`src/rtl/risc_spm_pkg.sv`:
```
// Shared RISC-SPM encodings: opcodes, control FSM states and bus mux selects.
// Used by both the control unit and the datapath.
package risc_spm_pkg;

  typedef enum logic [3:0] {
    S_idle, S_fet1, S_fet2, S_dec, S_ex1, S_rd1, S_rd2,
    S_wr1, S_wr2, S_br1, S_br2, S_halt
  } state_t;

  localparam logic [3:0] OpNop  = 4'd0;
  localparam logic [3:0] OpAdd  = 4'd1;
  localparam logic [3:0] OpSub  = 4'd2;
  localparam logic [3:0] OpAnd  = 4'd3;
  localparam logic [3:0] OpNot  = 4'd4;
  localparam logic [3:0] OpRd   = 4'd5;
  localparam logic [3:0] OpWr   = 4'd6;
  localparam logic [3:0] OpBr   = 4'd7;
  localparam logic [3:0] OpBrz  = 4'd8;
  localparam logic [3:0] OpHalt = 4'd15;

  localparam logic [2:0] Sel1R0 = 3'd0;
  localparam logic [2:0] Sel1R1 = 3'd1;
  localparam logic [2:0] Sel1R2 = 3'd2;
  localparam logic [2:0] Sel1R3 = 3'd3;
  localparam logic [2:0] Sel1Pc = 3'd4;

  localparam logic [1:0] Sel2Alu  = 2'd0;
  localparam logic [1:0] Sel2Bus1 = 2'd1;
  localparam logic [1:0] Sel2Mem  = 2'd2;

endpackage

```
`src/rtl/control_unit.sv`:
```
// RISC-SPM control FSM: state register plus combinational decode of state,
// opcode and zero flag into datapath enables and bus selects.
module control_unit
  import risc_spm_pkg::*;
#(
  parameter int word_size = 8,
  parameter int op_size   = 4,
  parameter int Sel1_size = 3,
  parameter int Sel2_size = 2
) (
  input  logic                 clk,
  input  logic                 rst,
  input  logic [word_size-1:0] instruction,
  input  logic                 zero,
  output logic                 Load_R0,
  output logic                 Load_R1,
  output logic                 Load_R2,
  output logic                 Load_R3,
  output logic                 Load_IR,
  output logic                 Load_Add_R,
  output logic                 Load_Reg_Y,
  output logic                 Load_Reg_Z,
  output logic                 Load_PC,
  output logic                 Inc_PC,
  output logic [Sel1_size-1:0] Sel_Bus_1_Mux,
  output logic [Sel2_size-1:0] Sel_Bus_2_Mux,
  output logic                 write,
  output logic                 halted
);

  state_t state_q, state_d;

  logic [op_size-1:0] opcode;
  logic [1:0]         src, dest;
  logic [3:0]         load_r, dest_onehot;
  logic [2:0]         sel1;
  logic [1:0]         sel2;

  assign opcode      = instruction[word_size-1 -: op_size];
  assign src         = instruction[3:2];
  assign dest        = instruction[1:0];
  assign dest_onehot = 4'b0001 << dest;

  assign Load_R0       = load_r[0];
  assign Load_R1       = load_r[1];
  assign Load_R2       = load_r[2];
  assign Load_R3       = load_r[3];
  assign Sel_Bus_1_Mux = Sel1_size'(sel1);
  assign Sel_Bus_2_Mux = Sel2_size'(sel2);

  always_ff @(posedge clk or negedge rst) begin
    if (!rst) state_q <= S_idle;
    else      state_q <= state_d;
  end

  always_comb begin
    state_d    = state_q;
    load_r     = 4'b0000;
    Load_IR    = 1'b0;
    Load_Add_R = 1'b0;
    Load_Reg_Y = 1'b0;
    Load_Reg_Z = 1'b0;
    Load_PC    = 1'b0;
    Inc_PC     = 1'b0;
    sel1       = Sel1R0;
    sel2       = Sel2Alu;
    write      = 1'b0;
    halted     = 1'b0;

    unique case (state_q)
      S_idle: state_d = S_fet1;
      S_fet1: begin
        sel1       = Sel1Pc;
        sel2       = Sel2Bus1;
        Load_Add_R = 1'b1;
        state_d    = S_fet2;
      end
      S_fet2: begin
        sel2    = Sel2Mem;
        Load_IR = 1'b1;
        Inc_PC  = 1'b1;
        state_d = S_dec;
      end
      S_dec: begin
        case (opcode)
          OpNop: state_d = S_fet1;
          OpAdd, OpSub, OpAnd: begin
            sel1       = {1'b0, src};
            sel2       = Sel2Bus1;
            Load_Reg_Y = 1'b1;
            state_d    = S_ex1;
          end
          OpNot: begin
            sel1       = {1'b0, src};
            sel2       = Sel2Alu;
            Load_Reg_Z = 1'b1;
            load_r     = dest_onehot;
            state_d    = S_fet1;
          end
          OpRd, OpWr, OpBr, OpBrz: begin
            if (opcode == OpBrz && !zero) begin
              // Branch not taken: step PC over the target-address word.
              Inc_PC  = 1'b1;
              state_d = S_fet1;
            end else begin
              sel1       = Sel1Pc;
              sel2       = Sel2Bus1;
              Load_Add_R = 1'b1;
              if (opcode == OpRd)      state_d = S_rd1;
              else if (opcode == OpWr) state_d = S_wr1;
              else                     state_d = S_br1;
            end
          end
          default: state_d = S_halt;
        endcase
      end
      S_ex1: begin
        sel1       = {1'b0, dest};
        sel2       = Sel2Alu;
        Load_Reg_Z = 1'b1;
        load_r     = dest_onehot;
        state_d    = S_fet1;
      end
      S_rd1: begin
        sel2       = Sel2Mem;
        Load_Add_R = 1'b1;
        Inc_PC     = 1'b1;
        state_d    = S_rd2;
      end
      S_rd2: begin
        sel2    = Sel2Mem;
        load_r  = dest_onehot;
        state_d = S_fet1;
      end
      S_wr1: begin
        sel2       = Sel2Mem;
        Load_Add_R = 1'b1;
        Inc_PC     = 1'b1;
        state_d    = S_wr2;
      end
      S_wr2: begin
        sel1    = {1'b0, src};
        write   = 1'b1;
        state_d = S_fet1;
      end
      S_br1: begin
        sel2       = Sel2Mem;
        Load_Add_R = 1'b1;
        state_d    = S_br2;
      end
      S_br2: begin
        sel2    = Sel2Mem;
        Load_PC = 1'b1;
        state_d = S_fet1;
      end
      S_halt: halted = 1'b1;
      default: state_d = S_idle;
    endcase
  end

endmodule
```
`config.mk`:
```
export PLATFORM = sky130hd
export DESIGN_NAME = control_unit
export DESIGN_NICKNAME = d
export VERILOG_FILES = /design/src/rtl/risc_spm_pkg.sv /design/src/rtl/control_unit.sv
export SDC_FILE = /design/constraint.sdc
export NUM_CORES = 1
export LEC_CHECK = 0
export CAP_MARGIN = 5
export CORE_MARGIN = 3
export CORE_UTILIZATION = 38
export CTS_CLUSTER_DIAMETER = 150
export DETAILED_ROUTE_END_ITERATION = 12
export PLACE_DENSITY = 0.84
export SYNTH_ARGS = -nofsm -noshare
export SYNTH_HDL_FRONTEND = slang
export SYNTH_SLANG_ARGS = --single-unit
```
`constraint.sdc`:
```
create_clock -name clk -period 2.1 [get_ports clk]
set_input_delay 0.42 -clock clk [delete_from_list [all_inputs] [get_ports clk]]
set_output_delay 0.42 -clock clk [all_outputs]
set_load 0.02 [all_outputs]
```
### Word-level counts from Yosys, hierarchy flattened

Index checks and enable logic that the tools add are counted.

* flip-flop bits (word level): 4
* bits of input ports: 11
* output and inout port bits: 17
* logic and storage cells: 61

* eq/ne operators: 19
* shifts and indexed selects: 1
* mux-type cells: 27
* reduce and logical (&&, ||, !) cells: 13

Operator list (count)
* $eq A4 B3 Y1 const B: 8
* $pmux W4 S8: 1
* $eq A4 B4 Y1 const B: 5
* $eq A4 B2 Y1 const B: 4
* $mux W4: 4
* $mux W1: 12
* $pmux W3 S4: 1
* $pmux W4 S3: 1
* $reduce_or A4 Y1: 3
* $eq A4 B1 Y1 const B: 2
* $logic_not A4 Y1: 2
* $pmux W1 S2: 4
* $pmux W4 S2: 1
* $pmux W2 S3: 1
* $pmux W3 S2: 1
* $reduce_or A3 Y1: 2
* $reduce_or A6 Y1: 1
* $reduce_or A5 Y1: 1
* $reduce_or A2 Y1: 2
* $shl A1 B2 Y4 const A: 1
* $mux W3: 1
* $logic_and A1 B1 Y1: 1
* $logic_not A1 Y1: 1

### Longest topological paths before layout

* depth after elaboration: 6
* depth in mapped cells: 5
* mapped depth without buffers: 4

### Worst setup path before layout

No wires, ideal clock.

* kind: input to output
* from: in instruction[6]
* to: out Load_R1
* arrival time: 1.676 ns
* path slack: 0.004 ns
* stages on the path: 5
* cell sequence: buf_6 > or4b_1 > o32a_2 > or2_1 > nor2_1

* longest elaborated chain between the ends: 3

RTL lines
* from (decl): RTL line control_unit.sv:13 `input logic [word_size-1:0] instruction,`
* $eq A4 B3 Y1: RTL line control_unit.sv:85 `case (opcode)`
* $mux W4: RTL line control_unit.sv:85
* $pmux W4 S2: RTL line control_unit.sv:70 `unique case (state_q)`
* to (decl): RTL line control_unit.sv:16 `output logic Load_R1,`

No other way between the ends.

### Final worst setup path

* from: in instruction[4]
* to: out Load_R1

The elaborated chain is that of the path after synthesis.

==> qor.txt <==
=================================================================================================
Initial antenna violation count                                                                 0
Worst-case headroom to the max-slew limit                                                   82.4%
Routability Congestion                                                                      0.853
Core ar.                                                                             0.00132 sq mm
GRT Overall Usage                                                                           20.7%
Syn_area_per_cell                                                                      6.64 sq um
Drt drc                                                                                         0
Pin count of the biggest net entering global routing                                           17
DIE AREA                                                                             0.00192 sq mm
Overall via count from detail_route                                                           778
Worst-path cell chain                                                                buf_6, or4b_4, o32a_4, or2_1, nor2_1, buf_4
Largest stage delay, worst path                                                           0.54 ns
Wire length of the first global-routing pass                                         3020 microns
Leading registers by flop count                                                      state_q: 4 flops
Gate Count Post-Synth                                                                          82
Area occupied by registers                                                              100 sq um
Net count after synthesis                                                                      93
Minimum hold slack                                                                       0.389 ns
Synth top area cells                                                                 sky130_fd_sc_hd__dfrtp_1, sky130_fd_sc_hd__nor2_1, sky130_fd_sc_hd__nor3_1
H-tree depth reported by CTS                                                                    1
Worst setup SP type                                                                     input pin
Sort of element at the end of the critical path                                      primary output
Area fraction in and, or, nand and nor cells after synthesis                                38.2%
Critical path required time                                                               1.68 ns
CTS Root Buffer Type                                                                 sky130_fd_sc_hd__clkbuf_4
Summed instance area of the synthesized netlist                                         544 sq um
Fraction of post-synthesis cell area in the top cell type by area                           18.4%
Number of distinct library cell variants in the gate-level netlist after synthesis             32
Top achievable clock speed                                                                464 MHz
Complex-gate fraction of the synthesized area                                               31.5%
Clock period minus final worst setup slack                                                2.16 ns
Flip-flop count of the largest register after layout                                            4
Combinational family with the most area after synthesis                              simple AND/OR/NAND/NOR gates
CTS tree                                                                                     done
Leak pwr                                                                                 0.481 nW
Post-DP HPWL                                                                         1380 microns
Max VDD drop                                                                           0.000754 V
Kind of cell adding the most delay to the critical path                              simple AND/OR/NAND/NOR gates
XOR/XNOR Fraction of Synth Area                                                             1.61%
Mean number of vias per cell                                                                 5.44
Power, Total                                                                            0.00110 W
Standard-cell row count                                                                        13
Fill cell instance count of the final layout                                                   89
Top reg by flops                                                                          state_q
Measured slew at the worst slew-check pin                                                0.264 ns
Commonest non-fill, non-tap cell in the layout                                       sky130_fd_sc_hd__buf_4
Finish-stage setup viols                                                                        3
Clock Latency Late Sink                                                                   0.23 ns
Clock sink count                                                                                4
Overall overflow remaining after global route                                                   0
Unrepaired setup endpoints after global routing                                               yes
Clock-pin slew of the registers on the worst-case setup and hold paths                    0.04 ns
Flops & latches, synth                                                                          4
Total of buffers placed on input and output ports                                              27
Number of buffer and inverter instances along the worst setup path                              2
Dpl cell area                                                                           942 sq um
Sequential share of the synthesized area                                                    18.4%
IO Pins                                                                                        28
Layout overhead on the synthesized area                                                     83.4%
Total of hold buffers inserted after clock tree synthesis                                       0
Final setup skew                                                                       0.00433 ns
Portion of netlist area occupied by mux cells                                                  0%
Multi-input combinational cell area                                                     447 sq um
Worst reg2reg startpoint                                                             state_q[0]$_DFFE_PN0N_
Total power divided by cell area                                                     1100 mW/mm^2
WL final                                                                             1880 microns
Antenna violation net count after detailed routing                                              0
Inserted Diodes                                                                                 0
Synthesis Warnings                                                                              0
Library cell contributing the largest single delay on the critical path              sky130_fd_sc_hd__or4b_4
Kind of critical path                                                                input pin to primary output
Proportion of layout cells with a drive suffix above 1                                      39.8%
Worst Hold Class                                                                     input pin to asynchronous set/reset pin
Run status                                                                           complete, but fails checks
Initial core utilization                                                                    41.3%
Routed length per instance                                                           13.1 microns
Worst Slack Setup Final                                                                -0.0556 ns
Post-route cell area                                                                    998 sq um
Data arrival time of the worst path                                                       1.74 ns
Count of pins over their slew limit                                                             0
Chip Width                                                                           43.8 microns
Die H                                                                                43.8 microns
Failing checks                                                                       setup timing
Pre-Repair DR Iteration Count                                                                   4
Final count of hold timing violations                                                           0
Via count of the first global-routing pass                                                    739
Most area-hungry cell type in the Yosys netlist                                      sky130_fd_sc_hd__dfrtp_1
Max-capacitance violation count                                                                 0
Adder-cell area share of the yosys netlist                                                     0%
Share of the clock period used by the worst path                                             103%
Max Buffers Root-to-Sink                                                                        2
Final sum of negative setup slack                                                       -0.107 ns
Most used cells in the layout excluding fill and tap cells                           sky130_fd_sc_hd__buf_4, sky130_fd_sc_hd__nor2_1
Maximum fanout along the worst path                                                             2
Number of nets in the finished design                                                         141
Initial detailed-routing violation count                                                       30
Number of CTS-inserted buffers                                                                  3
Setup crit start                                                                     instruction[4]
=================================================================================================
[synthesized netlist by cell type]
library cell                count
sky130_fd_sc_hd__nor2_1        14
sky130_fd_sc_hd__nor3_1         8
sky130_fd_sc_hd__a21oi_1        7
sky130_fd_sc_hd__inv_1          6
sky130_fd_sc_hd__nand2_1        6
sky130_fd_sc_hd__a22o_1         4
sky130_fd_sc_hd__clkbuf_1       4
sky130_fd_sc_hd__dfrtp_1        4
sky130_fd_sc_hd__a31oi_1        3
sky130_fd_sc_hd__nand2b_1       2
sky130_fd_sc_hd__nor2b_1        2
sky130_fd_sc_hd__o21a_1         2
sky130_fd_sc_hd__a21bo_2        1
sky130_fd_sc_hd__a221o_1        1
sky130_fd_sc_hd__a221oi_1       1
sky130_fd_sc_hd__and3_1         1
sky130_fd_sc_hd__buf_4          1
sky130_fd_sc_hd__buf_6          1
sky130_fd_sc_hd__nand3_1        1
sky130_fd_sc_hd__nand4bb_1      1
sky130_fd_sc_hd__nor3b_1        1
sky130_fd_sc_hd__nor4b_1        1
sky130_fd_sc_hd__o211ai_1       1
sky130_fd_sc_hd__o21ai_0        1
sky130_fd_sc_hd__o21bai_1       1
sky130_fd_sc_hd__o31ai_1        1
sky130_fd_sc_hd__o32a_2         1
sky130_fd_sc_hd__or2_1          1
sky130_fd_sc_hd__or2_2          1
sky130_fd_sc_hd__or3_1          1
sky130_fd_sc_hd__or4b_1         1
sky130_fd_sc_hd__xnor2_1        1
[worst paths after layout]
kind,end,slack [ns],cells after the start
min,state_q[2]$_DFFE_PN0N_,0.39,1
min reg2reg,state_q[2]$_DFFE_PN0N_,0.69,2
max reg2reg,state_q[1]$_DFFE_PN0N_,0.86,5
min in group clk,state_q[0]$_DFFE_PN0N_,0.67,4
max,Load_R1,-0.06,6
max in group asynchronous,state_q[0]$_DFFE_PN0N_,1.55,1
[report_power, final]
part            total, W  switching (W)  leakage (nW)  internal (W)
Clock          0.0000907      0.0000271        0.0138     0.0000636
Sequential      0.000149      0.0000377        0.0489      0.000112
Combinational   0.000859       0.000478         0.418      0.000381
Total            0.00110       0.000543         0.481      0.000556
[layout make-up]
class | count | share of cell area [%]
clock buffer | 3 | 2.26
inverter | 6 | 2.26
multi-input combinational | 66 | 44.7
sequential | 4 | 10.0
tap | 15 | 1.88
timing repair buffer | 49 | 38.8
[worst register-to-register path: stages, from the launching register on]
cell	delay, ns
sky130_fd_sc_hd__dfrtp_1	0.42
sky130_fd_sc_hd__buf_4	0.15
sky130_fd_sc_hd__nand2b_1	0.11
sky130_fd_sc_hd__nor3_1	0.06
sky130_fd_sc_hd__buf_4	0.13
sky130_fd_sc_hd__a221o_1	0.25
[stage by stage]
step           cells  worst slack (ns)  util [%]
6_report         143           -0.0556      75.8
5_1_grt          143           -0.0869      75.8
4_1_cts          142           -0.0752      75.1
3_5_place_dp     137            -0.917      71.5
3_3_place_gp     137            -0.811      71.5
2_1_floorplan     82           0.00420         -
[cells by family (layout without fill, tap and decap cells)]
kind of cell,after synthesis,after routing
and+or+nand+nor,41,41
AOI/OAI and AO/OA,24,24
buffers and inverters,12,58
DFF,4,4
xor gates and xnor gates,1,1
[routing by layer]
metal  share of wire (%)  global-route usage, %
met1                  42                   23.7
met2                  52                   37.5
met3                 6.6                   4.98
met4                   0                   6.02
met5                   0                      0
[timing repair]
action / in CTS / in global routing
gates resized for setup: 77 / 15
endpoints found under the setup margin: 16 / 11
hold endpoints to repair: 0 / 0
pin swaps: 8 / 3
setup buffers: 2 / 1
Power figures use the tool's default switching activity.
